==> src/rtl/instr_sequencer.sv <==
// rtl/instr_sequencer.sv - multi-cycle fetch/decode/execute control sequencer
// Every port is a flop; outputs are decoded from the next state and registered.
module instr_sequencer #(
  parameter int unsigned MEM_TIMEOUT = 15,
  parameter int unsigned CNT_W       = 16
) (
  input  logic             clk,
  input  logic             reset,
  input  logic             run,
  input  logic [3:0]       op_code,
  input  logic             alu_str,
  input  logic             mov_str,
  input  logic             ldsr_str,
  input  logic             mem_ack,
  output logic             if_stb,
  output logic             ir_ld,
  output logic             pc_inc,
  output logic             iri_en,
  output logic             irj_en,
  output logic             brj_en,
  output logic             rf_rd,
  output logic             rf_wr,
  output logic             alu_a_ld,
  output logic             alu_b_ld,
  output logic             alu_out_en,
  output logic             tmp_ld,
  output logic             tmp_out_en,
  output logic             mar_ld,
  output logic             mdr_out_en,
  output logic             mem_req,
  output logic             mem_we,
  output logic             busy,
  output logic             fault,
  output logic [1:0]       fault_code,
  output logic [CNT_W-1:0] retired
);

  typedef enum logic [3:0] {
    S_IDLE, S_FETCH, S_IR_LOAD, S_DECODE,
    S_ALU_A, S_ALU_B, S_ALU_WB,
    S_MOV_SRC, S_MOV_WB,
    S_LS_ADDR, S_LS_MEM, S_LS_WB,
    S_FAULT
  } state_t;

  typedef struct packed {
    logic if_stb, ir_ld, pc_inc, iri_en, irj_en, brj_en, rf_rd, rf_wr;
    logic alu_a_ld, alu_b_ld, alu_out_en, tmp_ld, tmp_out_en;
    logic mar_ld, mdr_out_en, mem_req, mem_we, busy, fault;
  } ctl_t;

  localparam logic [3:0] OP_NOT   = 4'd2;
  localparam logic [3:0] OP_ADDI  = 4'd7;
  localparam logic [3:0] OP_SUBI  = 4'd8;
  localparam logic [3:0] OP_MOVI  = 4'd9;
  localparam logic [3:0] OP_STORE = 4'd12;
  localparam logic [7:0] WAIT_LAST = 8'(MEM_TIMEOUT - 1);

  state_t     state, next_state;
  ctl_t       ctl, ctl_next;
  logic [7:0] wait_cnt;
  logic [1:0] code_next;
  logic       retire;
  logic       wait_expired;

  always_ff @(posedge clk or posedge reset) begin
    if (reset) begin
      state      <= S_IDLE;
      ctl        <= '0;
      fault_code <= 2'b00;
      retired    <= '0;
      wait_cnt   <= '0;
    end else begin
      state      <= next_state;
      ctl        <= ctl_next;
      fault_code <= code_next;
      if (retire)
        retired <= retired + {{(CNT_W-1){1'b0}}, 1'b1};
      if ((next_state == S_FETCH || next_state == S_LS_MEM) && next_state != state)
        wait_cnt <= '0;
      else if ((state == S_FETCH || state == S_LS_MEM) && !mem_ack)
        wait_cnt <= wait_cnt + 8'd1;
    end
  end

  // An ack in the cycle the count would expire takes priority over the timeout.
  always_comb begin
    next_state   = state;
    code_next    = fault_code;
    retire       = 1'b0;
    wait_expired = !mem_ack && (wait_cnt == WAIT_LAST);
    case (state)
      S_IDLE:    if (run) next_state = S_FETCH;
      S_FETCH: begin
        if (mem_ack) begin
          next_state = S_IR_LOAD;
        end else if (wait_expired) begin
          next_state = S_FAULT;
          code_next  = 2'b10;
        end
      end
      S_IR_LOAD: next_state = S_DECODE;
      S_DECODE: begin
        if (alu_str)       next_state = S_ALU_A;
        else if (mov_str)  next_state = S_MOV_SRC;
        else if (ldsr_str) next_state = S_LS_ADDR;
        else begin
          next_state = S_FAULT;
          code_next  = 2'b01;
        end
      end
      S_ALU_A:   next_state = (op_code == OP_NOT) ? S_ALU_WB : S_ALU_B;
      S_ALU_B:   next_state = S_ALU_WB;
      S_MOV_SRC: next_state = S_MOV_WB;
      S_LS_ADDR: next_state = S_LS_MEM;
      S_LS_MEM: begin
        if (mem_ack) begin
          if (op_code == OP_STORE) begin
            retire     = 1'b1;
            next_state = run ? S_FETCH : S_IDLE;
          end else begin
            next_state = S_LS_WB;
          end
        end else if (wait_expired) begin
          next_state = S_FAULT;
          code_next  = 2'b10;
        end
      end
      S_ALU_WB, S_MOV_WB, S_LS_WB: begin
        retire     = 1'b1;
        next_state = run ? S_FETCH : S_IDLE;
      end
      S_FAULT:   next_state = S_FAULT;
      default:   next_state = S_IDLE;
    endcase
  end

  // Control word for the state about to be entered, so the flops hold it for that whole state.
  always_comb begin
    ctl_next = '0;
    case (next_state)
      S_FETCH:   begin ctl_next.if_stb = 1'b1; ctl_next.mem_req = 1'b1; end
      S_IR_LOAD: begin ctl_next.ir_ld = 1'b1; ctl_next.pc_inc = 1'b1; end
      S_ALU_A:   begin ctl_next.iri_en = 1'b1; ctl_next.rf_rd = 1'b1; ctl_next.alu_a_ld = 1'b1; end
      S_ALU_B: begin
        ctl_next.alu_b_ld = 1'b1;
        if (op_code == OP_ADDI || op_code == OP_SUBI) begin
          ctl_next.brj_en = 1'b1;
        end else begin
          ctl_next.irj_en = 1'b1;
          ctl_next.rf_rd  = 1'b1;
        end
      end
      S_ALU_WB:  begin ctl_next.iri_en = 1'b1; ctl_next.alu_out_en = 1'b1; ctl_next.rf_wr = 1'b1; end
      S_MOV_SRC: begin
        ctl_next.tmp_ld = 1'b1;
        if (op_code == OP_MOVI) begin
          ctl_next.brj_en = 1'b1;
        end else begin
          ctl_next.irj_en = 1'b1;
          ctl_next.rf_rd  = 1'b1;
        end
      end
      S_MOV_WB:  begin ctl_next.iri_en = 1'b1; ctl_next.tmp_out_en = 1'b1; ctl_next.rf_wr = 1'b1; end
      S_LS_ADDR: begin ctl_next.irj_en = 1'b1; ctl_next.rf_rd = 1'b1; ctl_next.mar_ld = 1'b1; end
      S_LS_MEM: begin
        ctl_next.mem_req = 1'b1;
        if (op_code == OP_STORE) begin
          ctl_next.iri_en = 1'b1;
          ctl_next.rf_rd  = 1'b1;
          ctl_next.mem_we = 1'b1;
        end
      end
      S_LS_WB:   begin ctl_next.iri_en = 1'b1; ctl_next.mdr_out_en = 1'b1; ctl_next.rf_wr = 1'b1; end
      S_FAULT:   ctl_next.fault = 1'b1;
      default:   ctl_next = '0;
    endcase
    ctl_next.busy = (next_state != S_IDLE) && (next_state != S_FAULT);
  end

  assign if_stb     = ctl.if_stb;
  assign ir_ld      = ctl.ir_ld;
  assign pc_inc     = ctl.pc_inc;
  assign iri_en     = ctl.iri_en;
  assign irj_en     = ctl.irj_en;
  assign brj_en     = ctl.brj_en;
  assign rf_rd      = ctl.rf_rd;
  assign rf_wr      = ctl.rf_wr;
  assign alu_a_ld   = ctl.alu_a_ld;
  assign alu_b_ld   = ctl.alu_b_ld;
  assign alu_out_en = ctl.alu_out_en;
  assign tmp_ld     = ctl.tmp_ld;
  assign tmp_out_en = ctl.tmp_out_en;
  assign mar_ld     = ctl.mar_ld;
  assign mdr_out_en = ctl.mdr_out_en;
  assign mem_req    = ctl.mem_req;
  assign mem_we     = ctl.mem_we;
  assign busy       = ctl.busy;
  assign fault      = ctl.fault;

endmodule
==> config.mk <==
export PLATFORM = sky130hd
export DESIGN_NAME = instr_sequencer
export DESIGN_NICKNAME = d
export VERILOG_FILES = /design/src/rtl/instr_sequencer.sv
export SDC_FILE = /design/constraint.sdc
export NUM_CORES = 1
export LEC_CHECK = 0
export ABC_CLOCK_PERIOD_IN_PS = 2500
export CORE_MARGIN = 5
export CORE_UTILIZATION = 50
export DETAILED_ROUTE_END_ITERATION = 10
export PLACE_DENSITY = 0.87
export SYNTH_ARGS = -nofsm -noshare
export SYNTH_HDL_FRONTEND = slang
export SYNTH_SLANG_ARGS = --single-unit
export TNS_END_PERCENT = 100
==> constraint.sdc <==
create_clock -name clk -period 2.5 [get_ports clk]
set_input_delay 0.25 -clock clk [delete_from_list [all_inputs] [get_ports clk]]
set_output_delay 0.25 -clock clk [all_outputs]
set_load 0.02 [all_outputs]
Yosys cells after proc, flatten, opt, wreduce, memory -nomap -nowiden

Cells that the tools add are included.

Word-level logic and storage cells: 123
Register bits after elaboration: 49
Bits of input ports: 11

Add/subtract/negate cells: 2
Reductions and logical operators: 19
Eq/ne operators: 36
Mux-type cells: 43

Operators with widths:

| operator                                            | number |
|---|---|
| equality test 4 bit, second input constant          | 13 |
| case mux 4 bit (11 select lines)                    | 1 |
| equality test 4 x 3 -> 1 bit, second input constant | 9 |
| 2-to-1 mux 4 bit                                    | 7 |
| 2-to-1 mux 1 bit                                    | 19 |
| adder 16 x 1 -> 16 bit, second input constant       | 1 |
| equality test 4 x 2 -> 1 bit, second input constant | 4 |
| 2-to-1 mux 8 bit                                    | 2 |
| 2-to-1 mux 2 bit                                    | 7 |
| adder 8 x 1 -> 8 bit, second input constant         | 1 |
| equality test 4 x 1 -> 1 bit, second input constant | 2 |
| equality test 8 x 4 -> 1 bit, second input constant | 1 |
| != test 2 bit, second input constant                | 4 |
| case mux 1 bit (2 select lines)                     | 3 |
| AND reduction 6 bit                                 | 1 |
| OR reduction 2 bit                                  | 3 |
| OR reduction 3 bit                                  | 2 |
| logical AND 1 bit                                   | 4 |
| logical NOT 4 bit                                   | 1 |
| != test 4 bit                                       | 1 |
| != test 4 bit, second input constant                | 1 |
| case mux 1 bit (4 select lines)                     | 1 |
| case mux 2 bit (2 select lines)                     | 1 |
| nonzero test 2 bit                                  | 2 |
| other kinds (7)                                     | 9 |

Depth between registers and ports, before layout

Word-level depth: 9
Mapped depth: 9
Gate-level depth less buffers: 9

Worst setup path after synthesis

No wires, ideal clock.

Path kind: reg-to-reg
Start point: reg wait_cnt[5]
End point: reg ctl, in the netlist rf_rd
Setup slack: 449 ps
Arrival time: 1920 ps
Buffers on the path: 0
Period minus slack after synthesis: 2051 ps
Cell stages (with the launch flop): 7
Cell sequence: dfrtp_1 or3_1 or2_1 a221o_1 o221ai_1 nor3_2 or3_1

RTL lines:

| what                   | RTL line | source |
|---|---|---|
| from (decl)            | 61       | `logic [7:0] wait_cnt;` |
| from (signal assigned) | 82       | `wait_cnt <= wait_cnt + 8'd1;` |
| to (signal assigned)   | 75       | `ctl <= ctl_next;` |
| to (decl)              | 60       | `ctl_t ctl, ctl_next;` |

Worst setup path in the final report

Start point: reg state[1]
End point: reg wait_cnt[2]

Word-level cells in the longest chain between the ends: 7

RTL lines:

| what                                                                | RTL line | source |
|---|---|---|
| from (decl)                                                         | 59       | `state_t state, next_state;` |
| from (signal assigned)                                              | 74       | `state <= next_state;` |
| equality test 4 x 3 -> 1 bit (tied with other cells)                | 92       | `case (state)` |
| OR reduction 3 bit (tied with other cells)                          | 92       |  |
| case mux 4 bit (11 select lines)                                    | 92       |  |
| equality test 4 x 1 -> 1 bit or equality test 4 bit (tied branches) | 79       | `if ((next_state == S_FETCH \|\| next_state == S_LS_MEM) && next_state != state)` |
| logical OR 1 bit                                                    | 79       |  |
| logical AND 1 bit                                                   | 79       |  |
| 2-to-1 mux 8 bit or nonzero test 2 bit (tied branches)              | -        |  |

Parallel ways exist; a longest one is shown, timed or not.
A chain may end at the register's enable or synchronous reset.

==> flow_summary.ini <==
[run_status]
result_of_the_run = complete, no violations

[clocking]
cts-htree-levels = 2
cts-buffers-inserted = 5
tritoncts = done
total_number_of_clock_tree_sinks = 48
cts_root_buf = sky130_fd_sc_hd__clkbuf_8
cts.path.max_buffers = 2
clk_latency_ps = 300
cts.reportedPaths.clkPinSlew_ps = 100

[global_routing]
initial_antenna_violation_count = 0
grtUsageTotal = 0.1800
grt_first_pass_wirelength_um = 10410
via_count_of_the_first_global_routing_pass = 2214
grt_start_max_net_pins = 37
grt_overflow_total = 0

[yosys]
synth.yosys.warnings = 0
synthesis.instances = 253
post_synth_num_cell_types = 73
synth_enable_flop_cells = 0
ys_seq_area_frac = 0.4406
synthDominantCellAreaShare = 0.4406
synth_fp_nets = 267
cell_area_synth_mm2 = 0.002726
synth_flop_cell = sky130_fd_sc_hd__dfrtp_1
post_synth_most_frequent_cells = sky130_fd_sc_hd__dfrtp_1, sky130_fd_sc_hd__nand2_1, sky130_fd_sc_hd__xnor2_1, sky130_fd_sc_hd__nor2_1, sky130_fd_sc_hd__a21oi_1
ys_ff_latch = 48
yosys.cell_count.top_type = sky130_fd_sc_hd__dfrtp_1
cell_types_occupying_the_most_area_after_synthesis = sky130_fd_sc_hd__dfrtp_1, sky130_fd_sc_hd__xnor2_1, sky130_fd_sc_hd__xor2_1
syn-mean-instance-area_um2 = 10.78
synth_async_sr_flop_share = 1.000
yosys_top_cell_by_area = sky130_fd_sc_hd__dfrtp_1

[timing]
hold_violations = 0
clock_skew_ps = 9.424
tightestPinTransition_ps = 688.3
final-setup-viol-count = 0
slew_violations = 0
final_min_period_over_clock_period = 0.9409
final_critical_path_setup_slack_ps = 147.8
worst_hold_slack_ps = 365.3
post-route-min-period_ps = 2352
unrepaired_setup_endpoints_after_global_routing = no
max_freq_ghz = 0.4251
slew-limit-headroom = 0.5405

[pwr]
powerDensity_mw_per_mm2 = 1111
power.static_leakage_nw = 1.502
irDropWorstVdd_mv = 0.7260

[routing]
drtAntennaViolNets = 0
starting_drc_count_in_detailed_routing = 157
route.final.wire_length_um = 6239
route.vias.total = 2193
route.detailed.wl_per_inst_um = 16.12
post-route-drc-count = 0
via_per_inst = 5.667
detail_route.first_pass.iterations = 4

[critical_path]
timing.setup.critical_path_class = reg -> reg
cp_top_family = compound AO/OA/AOI/OAI gates
crit-reg2reg-capture = wait_cnt[2]
rrSetupSlack_ps = 150
startpoint_type = flip-flop
critical_path_arrival_ps = 2520
crit_buf_inv = 1
r2r.worst_path.cells = 7
library_cell_contributing_the_largest_single_delay_on_the_critical_path = sky130_fd_sc_hd__dfrtp_2
end_kind = flip-flop
setup.worst_path.start = state[1]
critical_path_peak_fanout = 10
path_cells = buf_4, or3b_1, a21o_1, nor2_1, a2111oi_2, o221ai_2, a21oi_1
slowest_delay_ps = 490
worst-endpoint-required_ps = 2670
endpoint = wait_cnt[2]
crit_cells = 7
r2r_start = state[1]

[die]
floorplan.die_area_mm2 = 0.007029
io_pins = 48
core_mm2 = 0.005205
die_y_um = 83.84
start_util = 0.5238
die_w_um = 83.84
row_count = 26

[finish]
finish.net_count = 330
drive_above_1_share = 0.2050
area.growth.synth_to_final_pct = 28.45
area_of_the_multi_input_gates_mm2 = 0.001384
seqCellArea_mm2 = 0.001204
fillCellCount = 384
antenna_cells = 0

[place]
place.gp.congestion = 0.9325
buffer_ports.inserted = 47
place_hpwl_um = 4700
pre_cts_slack_ps = -44.77

[worst_hold_path]
hold_path.class = in -> async

[job]
cap_viol_max_count = 0
[state kept, by name, summed over array words and instances (netlist names), 2 cells and up]
name / cells
fault_code: 2
retired: 16
state: 4
wait_cnt: 8
[power by group]
| group | switching, W | leakage [nW] | internal, W | total [W] |
|---|---|---|---|---|
| registers | 0.000191 | 0.643 | 0.000949 | 0.00114 |
| logic | 0.00114 | 0.790 | 0.000943 | 0.00208 |
| clock network | 0.000262 | 0.0687 | 0.000403 | 0.000665 |
[logic make-up (layout without fill, tap and decap cells)]
family                   count (synthesis)  in the layout  synth area share
AND/OR/NAND/NOR                         97             97            0.2235
AO/OA/AOI/OAI                           53             53            0.1675
flip-flops                              48             48            0.4406
XOR/XNOR                                25             25           0.08307
buffers and inverters                   24             88           0.05507
adder cells (fa/ha/maj)                  3              3           0.01377
multiplexers                             3              3           0.01652
[worst min path at each step]
stage,startpoint,endpoint,slack (ps),cells after the start
after floorplan,op_code[2],brj_en,400,2
after global placement,retired[15],retired[15],460,1
after detailed placement,retired[15],retired[15],470,1
after CTS,reset,retired[4],390,2
after global routing,reset,retired[4],450,2
final,reset,retired[12],370,2
[cell usage in the layout, fill, tap and decap left out, drive strengths merged, types with 4 or more instances in the layout]
cell and instances:
and3 8, clkdlybuf4s50 47, xor2 10, a21oi 13, o21ai 5, nand2b 6, nand3 8, nand2 18
buf 22, inv 12, nand4 5, o22ai 4, nor3 7, clkbuf 5, xnor2 15, o32ai 4
nor2 15, dfrtp 48, nor2b 4
[what timing repair did]
item	CTS	global route
hold buffers	0	0
setup endpoints to repair	0	15
setup buffers	0	0
resized for setup	0	4
[layout make-up]
cell class / instances / share of cell area
Clock buffer: 5 / 0.01965
Clock inverter: 3 / 0.01965
Inverter: 11 / 0.01179
Multi-Input combinational cell: 181 / 0.3951
Sequential cell: 48 / 0.3437
Tap cell: 70 / 0.02501
Timing Repair Buffer: 69 / 0.1851
[stage by stage]
stage	cells	area [um^2]	total power, W	TNS (ps)	util
final	387	3502	0.003890	0	0.6728
after global routing	387	3502	0.004123	0	0.6728
after CTS	387	3491	0.003866	0	0.6707
after detailed placement	379	3353	0.003190	-191.9	0.6442
after global placement	379	3353	0.003122	0	0.6442
after floorplan	253	2726	0.002543	0	-
[metal layers]
| layer | global-route usage | share of wire | vias to the layer above |
|---|---|---|---|
| met3 | 0.02962 | 0.069 | 18 |
| met1 | 0.2300 | 0.41 | 1052 |
| met5 | 0 | 0 | - |
| met4 | 0.06725 | 0.027 | 0 |
| li1 | - | - | 1044 |
| met2 | 0.3059 | 0.49 | 79 |
(Power assumes the default switching activity.)
